===== src/rtl/shift2_arbiter_pkg.sv =====
// Shared constants for the shift2_arbiter address-unit slice.
// Port IDs, output-register state encoding and default operand width.
package shift2_arbiter_pkg;

    localparam int DEFAULT_WIDTH = 32;

    localparam logic PORT_BRANCH = 1'b0;
    localparam logic PORT_JUMP   = 1'b1;

    typedef enum logic {
        ST_EMPTY = 1'b0,
        ST_FULL  = 1'b1
    } state_e;

endpackage


===== src/rtl/shift2_arb_grant.sv =====
// Combinational 2-way arbiter returning a one-hot grant.
// SHIFT2_ARB_RR_EN: ties go to the port not named by ptr; else port 0.
module shift2_arb_grant (
`ifdef SHIFT2_ARB_RR_EN
    input  logic       ptr,
`endif
    input  logic [1:0] valid,
    output logic [1:0] grant
);

    always_comb begin
        grant = 2'b00;
        unique case (valid)
            2'b01:   grant = 2'b01;
            2'b10:   grant = 2'b10;
`ifdef SHIFT2_ARB_RR_EN
            2'b11:   grant = ptr ? 2'b01 : 2'b10;
`else
            2'b11:   grant = 2'b01;
`endif
            default: grant = 2'b00;
        endcase
    end

endmodule


===== src/rtl/shift2_arbiter.sv =====
// Shares one registered left-shift-by-2 unit between branch and jump ports.
// Define SHIFT2_ARB_RR_EN for round-robin ties; default is fixed priority.
module shift2_arbiter
    import shift2_arbiter_pkg::*;
#(
    parameter int WIDTH = DEFAULT_WIDTH
) (
    input  logic             clk,
    input  logic             rst_n,
    input  logic             req0_valid,
    input  logic [WIDTH-1:0] req0_data,
    output logic             req0_ready,
    input  logic             req1_valid,
    input  logic [WIDTH-1:0] req1_data,
    output logic             req1_ready,
    output logic             out_valid,
    output logic [WIDTH-1:0] out_data,
    output logic             out_id,
    input  logic             out_ready
);

    state_e           state;
    logic [1:0]       grant;
    logic             can_accept;
    logic             xfer;
    logic             sel_id;
    logic [WIDTH-1:0] sel_data;
    logic [WIDTH-1:0] shifted;

`ifdef SHIFT2_ARB_RR_EN
    logic ptr;

    shift2_arb_grant u_grant (
        .ptr   (ptr),
        .valid ({req1_valid, req0_valid}),
        .grant (grant)
    );
`else
    shift2_arb_grant u_grant (
        .valid ({req1_valid, req0_valid}),
        .grant (grant)
    );
`endif

    assign out_valid  = (state == ST_FULL);
    assign can_accept = ~out_valid | out_ready;

    // Readies are held low during reset even though the register reads EMPTY.
    assign req0_ready = rst_n & can_accept & grant[0];
    assign req1_ready = rst_n & can_accept & grant[1];

    assign xfer     = can_accept & (|grant);
    assign sel_id   = grant[1] ? PORT_JUMP : PORT_BRANCH;
    assign sel_data = grant[1] ? req1_data : req0_data;
    assign shifted  = sel_data << 2;

    always_ff @(posedge clk or negedge rst_n) begin
        if (!rst_n) begin
            state    <= ST_EMPTY;
            out_data <= '0;
            out_id   <= PORT_BRANCH;
        end else if (xfer) begin
            state    <= ST_FULL;
            out_data <= shifted;
            out_id   <= sel_id;
        end else if (can_accept) begin
            state    <= ST_EMPTY;
        end
    end

`ifdef SHIFT2_ARB_RR_EN
    // Pointer moves only when a result is actually taken.
    always_ff @(posedge clk or negedge rst_n) begin
        if (!rst_n) begin
            ptr <= 1'b1;
        end else if (xfer) begin
            ptr <= sel_id;
        end
    end
`endif

endmodule


===== config.mk =====
export PLATFORM = sky130hd
export DESIGN_NAME = shift2_arbiter
export DESIGN_NICKNAME = d
export VERILOG_FILES = /design/src/rtl/shift2_arbiter_pkg.sv /design/src/rtl/shift2_arb_grant.sv /design/src/rtl/shift2_arbiter.sv
export SDC_FILE = /design/constraint.sdc
export NUM_CORES = 1
export LEC_CHECK = 0
export CAP_MARGIN = 20
export CORE_MARGIN = 2
export CORE_UTILIZATION = 41
export CTS_CLUSTER_DIAMETER = 60
export DETAILED_ROUTE_END_ITERATION = 8
export PLACE_DENSITY = 0.93
export SLEW_MARGIN = 20
export SYNTH_ARGS = -nofsm -noshare
export SYNTH_HDL_FRONTEND = slang
export SYNTH_SLANG_ARGS = --single-unit

===== constraint.sdc =====
create_clock -name clk -period 2.2 [get_ports clk]
set_input_delay 0.33 -clock clk [delete_from_list [all_inputs] [get_ports clk]]
set_output_delay 0.33 -clock clk [all_outputs]
set_load 0.02 [all_outputs]

==> out/metrics.yaml <==
detailed_routing:
  drc: 0
  vias: 1279
  viasPerCell: 4.81
  first_pass_iters: 4
  ant_nets: 0
  routedWlPerCell_um: 15.4
  drtIter0Drc: 39
  drt_wl_total_um: 4100
cts:
  cts_root_buf: "clkbuf_8"
  cts_buffer_depth: 2
  clk_pin_slew_worst_paths_ns: 0.07
  cts_setup_buffers: 0
  ctsResizeCount: 0
  postCtsHoldBufs: 0
  cts_buffers: 5
  cts_max_level: 2
  tritoncts: "done"
  cts_sinks: 32
  clk_latency_ns: 0.28
global_routing:
  antenna_found_initial: 0
  grt_pass1_wl_um: 6730
  grt_max_degree: 33
  grt_use_total_pct: 17.2
  grt_pass1_vias: 1429
  globalRoute.totalOverflow: 0
critical_path:
  cp_max_fo: 3
  crit_slowest_cell: "clkdlybuf4s50_1"
  worstSetupPathType: "in -> out"
  cpMostUsedCell: "clkdlybuf4s50_1"
  crit_arrival_ns: 1.73
  critPathRequiredTime_ns: 1.87
  r2r_cells: 5
  max_stage_delay_ns: 0.61
  cp_top_family: "buffers and inverters"
  cp-start-kind: "primary input"
  critPathBufInv: 2
  cp-end-kind: "output port"
  crit_cells: 4
  crit_chain: "clkdlybuf4s50_1 > nand2b_1 > and4b_1 > clkdlybuf4s50_1"
yosys:
  yosys-top-cells-area: "mux2_4 45%, dfrtp_1 43%, buf_6 3.0%, mux2_2 2.4%, buf_12 2.2%"
  yosysMostFrequentCell: "mux2_4"
  syn_area_sq_um: 1860
  ys_warn_count: 0
  postSynthCellCount: 110
  synth_top_area_share_pct: 45.3
  ys.flop_type: "dfrtp_1"
  ys_seq_elements: 32
  ys_types: 14
  async_reset_ff_share_pct: 100
  synth_commonest_cells: "56 x mux2_4, 32 x dfrtp_1, 5 x buf_6"
  ys_seq_area_share_pct: 43.1
  synth_edf_count: 0
  synth.avg_cell_area_sq_um: 16.9
  yosysTopAreaCell: "mux2_4"
worst_hold_path:
  hold_depth: 3
  hold_class: "in -> reg"
floorplan:
  dieArea_sq_um: 5080
  core_area_sq_um: 4350
  die_height_um: 71.3
  initial_core_util_pct: 42.6
  row_count: 24
  pin_count: 105
  fp.dieW_um: 71.3
layout:
  nets: 282
  nFillCells: 296
  drive_above_1_share_pct: 35.5
  utilization_pct: 68.6
  area_growth_pct: 60.8
  n_antenna_cell: 0
pwr:
  power_density_nw_per_um2: 701
  ir_drop_uv: 371
  power_mw: 2.09
  leakagePower_nw: 1.36
placed_design:
  gp_congestion: 0.736
  port_buffers: 98
  hpwl_um: 3140
timing:
  setup_viol: 0
  hold_viol_final: 0
  fin_crit_sh_pct: 93.4
  final.min_clock_period_ns: 2.06
  grt_setup_unrepaired: "false"
  finalSetupTns_ns: 0
  slew_violations: 0
  fmax_ghz: 0.487
  skew_ns: 0.00949
flow_run:
  drv_cap: 0
outcome:
  status: "complete, no violations"
[through the flow]
step	cell area [sq um]	cells	hold WS, ns	worst slack, ns
3_5_place_dp	2860	258	0.493	0.144
2_1_floorplan	1860	111	0.0344	0.837
4_1_cts	2990	266	0.456	0.143
6_report	2990	266	0.462	0.145
3_3_place_gp	2860	258	0.490	0.156
5_1_grt	2990	266	0.491	0.126
[layout make-up]
class | count | area (sq um) | area share, %
well taps | 52 | 65.1 | 2.18
flip-flops and latches | 32 | 801 | 26.8
clock buffers | 7 | 96.3 | 3.23
clock inverters | 1 | 30.0 | 1.01
repair buffers | 104 | 1050 | 35.0
multi-input cells | 70 | 948 | 31.8
[state kept, by name, indices dropped and copies added (netlist names)]
| signal | flops |
|---|---|
| out_data | 30 |
| out_id | 1 |
| out_valid | 1 |
[metal layers]
metal  GRT usage [%]  vias up  wire [um]
met1            20.2      615       1630
li1                -      592          -
met5               0        -          0
met3            5.77        6        345
met2            28.5       66       2060
met4            8.18        0         63
[logic make-up (layout without fill, tap and decap cells)]
kind of cell | count (synthesis) | after routing | synth area share, %
multiplexers | 60 | 60 | 47.7
flip-flops | 32 | 32 | 43.1
buffers and inverters | 9 | 112 | 6.00
AND/OR/NAND/NOR | 5 | 5 | 1.62
AO/OA/AOI/OAI | 3 | 3 | 1.35
other | 1 | 2 | 0.202
[placed cells by master (no fill, tap or decap)]
cell	Yosys	routed
nand2b_1	1	1
mux2_4	56	56
buf_2	0	1
and3_1	1	1
o21a_4	1	1
mux2_2	4	4
conb_1	1	2
a21oi_1	2	2
nor2_1	1	1
and4b_1	1	1
buf_12	2	2
bufinv_16	0	1
clkbuf_8	0	7
clkdlybuf4s50_1	0	97
nand2_1	1	1
buf_4	2	4
dfrtp_1	32	32
[power by group]
part           internal (mW)  total, mW  switching (mW)
Clock                  0.399      0.608           0.209
Combinational          0.471      0.747           0.276
Sequential             0.684      0.740          0.0565
[path summary, 6_finish.rpt]
check / start / to / slack [ns]
worst max-delay path: out_ready / req1_ready / 0.14
worst min-delay path: req0_valid / out_id / 0.46
worst min register to register: out_data[7] / out_data[7] / 0.51
min in group asynchronous: rst_n / out_data[17] / 0.48
worst max register to register: out_valid / out_data[2] / 0.78
max in group asynchronous: rst_n / out_data[4] / 1.41
[tightest hold or removal path, delay by kind of cell]
kind                   cells  cell delay (ns)
buffers and inverters      2             0.28
AOI/OAI and AO/OA          1             0.08
Power figures use the tool's default switching activity.
==> RTL change 1 (same flow settings) <==
Build with the macro `SHIFT2_ARB_RR_EN` defined.
--- a/src/rtl/shift2_arb_grant.sv
+++ b/src/rtl/shift2_arb_grant.sv
@@ -1,5 +1,7 @@
 // Combinational 2-way arbiter returning a one-hot grant.
 // SHIFT2_ARB_RR_EN: ties go to the port not named by ptr; else port 0.
+`define SHIFT2_ARB_RR_EN
+
 module shift2_arb_grant (
 `ifdef SHIFT2_ARB_RR_EN
     input  logic       ptr,
Behaviour: not the same (a bounded check fails within 4 cycles, from zero or initial values and one cycle with rst_n low).
==> RTL change 1 against the original RTL <==
  * Sequential share of layout area up 1.7 points
  * Routed wire length rose by 30%
  * Utilization shrank 1.5 points
  * Non-clock buffer count up 3
  * Critical path type unchanged
  * Register-to-register slack lost 320 ps
  * Sequential cell count grew 1
  * Sequential power up 2%
  * Synthesized area down 1.3%
  * Clock power decreased by 29%
  * Fmax is 3.1% lower
  * Final area decreased by 2.9%
  * Total power decreased by 6.9%
  * Worst setup slack got worse by 66 ps
  * Largest cell class unchanged
==> RTL change 1: results (changes against the original RTL) <==
Cells and area
  – Area delta synth->final: 58.3%
  – Layout clock buffer count: 8 (+1)
  – Final #Nets: 350 (+24%)
  – Non-clk buf share: 0.360 (+0.00972)
  – FILL cells: 345 (+17%)
  – Layout cells sized above 1: 0.184 (-0.171)
  – Clock-cell share of area: 0.0276 (-0.0147)
  – Comb_multi_in: 134 (+91%)
  – Fraction of area in registers: 0.285 (+0.0172)

Critical path
  – Max incr delay on CP: 600 ps
  – Crit path DAT: 1790 ps (+60 ps)

Synth
  – Post-synthesis mux area share: 0.0123 (-0.465)
  – Post-synth cell types: 18 (+4)
  – Synth cell count leaders: dfrtp_1, nor2_1, a21oi_1, o21ai_0, o31ai_2
  – Complex-gate fraction of the synthesized area: 0.375 (+0.362)
  – Synthesized area: 1830 um^2 (-1.3%)
  – Synth top area cells: dfrtp_1, o31ai_2, a21oi_1

Clocking
  – Sink Count: 33 (+3.1%)

Pwr
  – Comb power frac: 0.393 (+0.037)
  – Leak: 1.14 nW (-16%)
  – Max VDD drop: 0.000345 V (-7.1%)
  – P per Cell Area: 673 nW/um^2 (-4.1%)
  – Int Pwr: 1.32 mW (-15%)

Placed design
  – Placed insts: 326 (+26%)
  – Post-Place Setup Slack: 79.5 ps (-64.9 ps)
  – Gpl congestion: 0.782 (+6.2%)
  – Dpl cell area: 2820 um^2 (-1.4%)
  – Post-detail-place hpwl: 3660 um (+16%)

STA
  – Clock Skews: 3.17 ps (-6.32 ps)

Global route
  – Total track usage: 0.214 (+0.0418)
  – Largest net degree at the start of global routing: 34 (+3.0%)

Detailed routing
  – Routed length per instance: 15.9 um (+3.4%)
  – Drt initial violations: 93 (+140%)

Status
  – Outcome: finished, final reports clean

Min path
  – HP Class: input pin to async pin
[RTL change 1: routing by layer]
layer  vias up  wire length [um]  track usage  share of wire
met3         6               293       0.0556          0.055
met2        68              2840        0.380           0.53
met5         -                 0            0              0
met4         0                59       0.0608          0.011
met1       879              2120        0.256           0.40
li1        850                 -            -              -
[RTL change 1: final timing paths]
check / end / slack [ps] / from / cells after the start
max: req1_ready / 80 / req1_valid / 4
min: out_valid$_DFFE_PN0P_ / 100 / rst_n / 2
max reg2reg: out_data[20]$_DFFE_PN0P_ / 460 / out_valid$_DFFE_PN0P_ / 5
min reg2reg: out_id$_DFFE_PN0P_ / 520 / out_id$_DFFE_PN0P_ / 1
max in group asynchronous: ptr$_DFFE_PN1P_ / 1760 / rst_n / 2
min in group clk: out_id$_DFFE_PN0P_ / 520 / out_id$_DFFE_PN0P_ / 1
[RTL change 1: cell families (layout without fill, tap and decap cells)]
kind of cell	count (synthesis)	count (layout)
simple gates	39	39
mux	2	2
buf+inv	22	115
flops	33	33
compound gates	91	91
other cells	1	2
==> RTL change 2 (same flow settings) <==
Without the edit above. Set the package constant `DEFAULT_WIDTH` to 64 (it was 32).
--- a/src/rtl/shift2_arbiter_pkg.sv
+++ b/src/rtl/shift2_arbiter_pkg.sv
@@ -2,7 +2,7 @@
 // Port IDs, output-register state encoding and default operand width.
 package shift2_arbiter_pkg;
 
-    localparam int DEFAULT_WIDTH = 32;
+    localparam int DEFAULT_WIDTH = 64;
 
     localparam logic PORT_BRANCH = 1'b0;
     localparam logic PORT_JUMP   = 1'b1;
Interface: changed (resized out_data, req0_data and req1_data); port bits go from 105 to 201. The function was not compared with the original's and may differ.
==> RTL change 2 against the original RTL <==
  * Routed wire length up 110%
  * Clock power up 69%
  * Total power up 90%
  * Global-route usage up 0.85 points
  * Critical path depth unchanged
  * Final area up 93%
  * Synthesized cell count up 94%
  * Synthesized area up 94%
  * Worst setup slack better by 23 ps
  * Die area up 88%
  * Via count up 95%
  * Critical path type unchanged
  * Critical endpoint unchanged
  * Largest power group is now sequential cells
  * Sequential cell count up 32
==> RTL change 2: results (changes against the original RTL) <==
Synth
  – Post-synth ARST share: 1.00 (unchanged)
  – Post-synth top area share: 0.445 (-0.00792)
  – Adder-Cell Fraction of Synth Area: 0 (unchanged)
  – Post-synthesis mux area share: 0.488 (+0.0109)
  – Synth top area cells: dfrtp_1, mux2_4, mux2_2
  – Syn_area_per_cell: 16.9 um^2 (+0.12%)
  – Warnings from Yosys: 0 (unchanged)
  – Complex-gate fraction of the synthesized area: 0.00487 (-0.00861)
  – Synth cell count leaders: mux2_4, dfrtp_1, mux2_2
  – Synth Area in XOR/XNOR: 0 (unchanged)
  – Post-synth cell types: 16 (+2)
  – Sequential area share after synthesis: 0.445 (+0.0136)

Clocking
  – Clock latency on the worst-skew pair: 320 ps (+40 ps)
  – Post-CTS setup buffers: 0 (unchanged)
  – Worst-path clk slew: 70 ps (about the same)
  – CTS max path bufs: 2 (unchanged)
  – TritonCTS buffer count: 9 (+4)
  – Post-CTS Resized: 0 (unchanged)
  – H-tree depth: 3 (+1)
  – Root buf cell: clkbuf_8

Placed design
  – Dpl cell area: 5570 um^2 (+95%)
  – Placed insts: 506 (+96%)
  – Post-Place Setup Slack: 165 ps (+20.6 ps)
  – Port Buffers: 194 (+98%)
  – Gpl congestion: 0.718 (-2.5%)
  – Post-detail-place hpwl: 6560 um (+110%)

Cells and area
  – Layout cells sized above 1: 0.354 (-0.00163)
  – FILL cells: 604 (+100%)
  – Largest register FFs: 62 (+110%)
  – Antenna Cells: 0 (unchanged)
  – Fin cells: 521 (+96%)
  – Final #Nets: 542 (+92%)
  – Top reg by flops: out_data

Critical path
  – Crit path DAT: 1700 ps (-30 ps)
  – Max incr delay on CP: 590 ps (-20 ps)
  – R2r setup slk: 800 ps (+20 ps)
  – Critical path fanouts, max: 6 (+3)
  – Slowest cell on the critical path: clkdlybuf4s50_1
  – Largest delay share family, worst path: buffers and inverters

Pwr
  – Max VDD drop: 0.000334 V (-10%)
  – P per Cell Area: 691 nW/um^2 (-1.5%)
  – Leak: 2.57 nW (+89%)

Detailed routing
  – Vias per cell: 4.80 (-0.24%)
  – Drt total wl: 8440 um (+110%)
  – Pre-antenna DRT Iters: 4 (unchanged)
  – Drt initial violations: 36 (-7.7%)

Global route
  – Vias in the first global route: 2,789 (+95%)
  – Total track usage: 0.181 (+0.00845)
  – Initial antenna violation count: 0 (unchanged)
  – Largest net degree at the start of global routing: 37 (+12%)
  – First-pass GRT wire length: 13,800 um (+110%)

STA
  – WHS: 55.8 ps (-406 ps)
  – Max frequency: 492 MHz (+1.1%)
  – Clock Skews: 7.30 ps (-2.19 ps)
  – Tightest Pin Transition: 547 ps

Min path
  – HP Class: input pin to async pin

Status
  – Outcome: finished, final reports clean
[RTL change 2: cell types whose count changed after synthesis, sizes merged]
cell   unedited run  this run
dfrtp            32        64
buf               9        16
mux2             60       124
[RTL change 2: cells by family (layout without fill, tap and decap cells)]
logic type / Yosys count / after routing
mux: 124 / 124
simple gates: 5 / 5
buf+inv: 16 / 215
compound gates: 3 / 3
other cells: 1 / 2
flops: 64 / 64
[RTL change 2: final timing paths]
check / from / to / cells after the start
worst min register to register: out_data[44]$_DFFE_PN0P_ / out_data[44]$_DFFE_PN0P_ / 1
max in group asynchronous: rst_n / out_data[18]$_DFFE_PN0P_ / 2
min in group clk: out_data[44]$_DFFE_PN0P_ / out_data[44]$_DFFE_PN0P_ / 1
worst max-delay path: out_ready / req1_ready / 4
worst min-delay path: rst_n / out_id$_DFFE_PN0P_ / 2
worst max register to register: out_valid$_DFFE_PN0P_ / out_data[49]$_DFFE_PN0P_ / 4
[RTL change 2: final cells by class]
cell class | count | area share
repair buffers | 200 | 0.347
multi-input cells | 134 | 0.316
flip-flops and latches | 64 | 0.277
clock buffers | 13 | 0.0293
well taps | 108 | 0.0234
clock inverters | 2 | 0.00650
[RTL change 2: per-layer routing]
| layer | track usage | part of all wire | routed length (um) | vias to the layer above |
|---|---|---|---|---|
| met2 | 0.310 | 0.51 | 4310 | 124 |
| met1 | 0.221 | 0.41 | 3440 | 1220 |
| li1 | - | - | - | 1146 |
| met4 | 0.0491 | 0.013 | 109 | 0 |
| met5 | 0 | 0 | 0 | - |
| met3 | 0.0568 | 0.069 | 585 | 9 |
[RTL change 2: power breakdown]
group	leakage (nW)	total, mW	internal [mW]	switching, mW
registers	0.745	1.48	1.37	0.111
clock network	0.102	1.03	0.611	0.418
logic	1.72	1.48	0.919	0.561
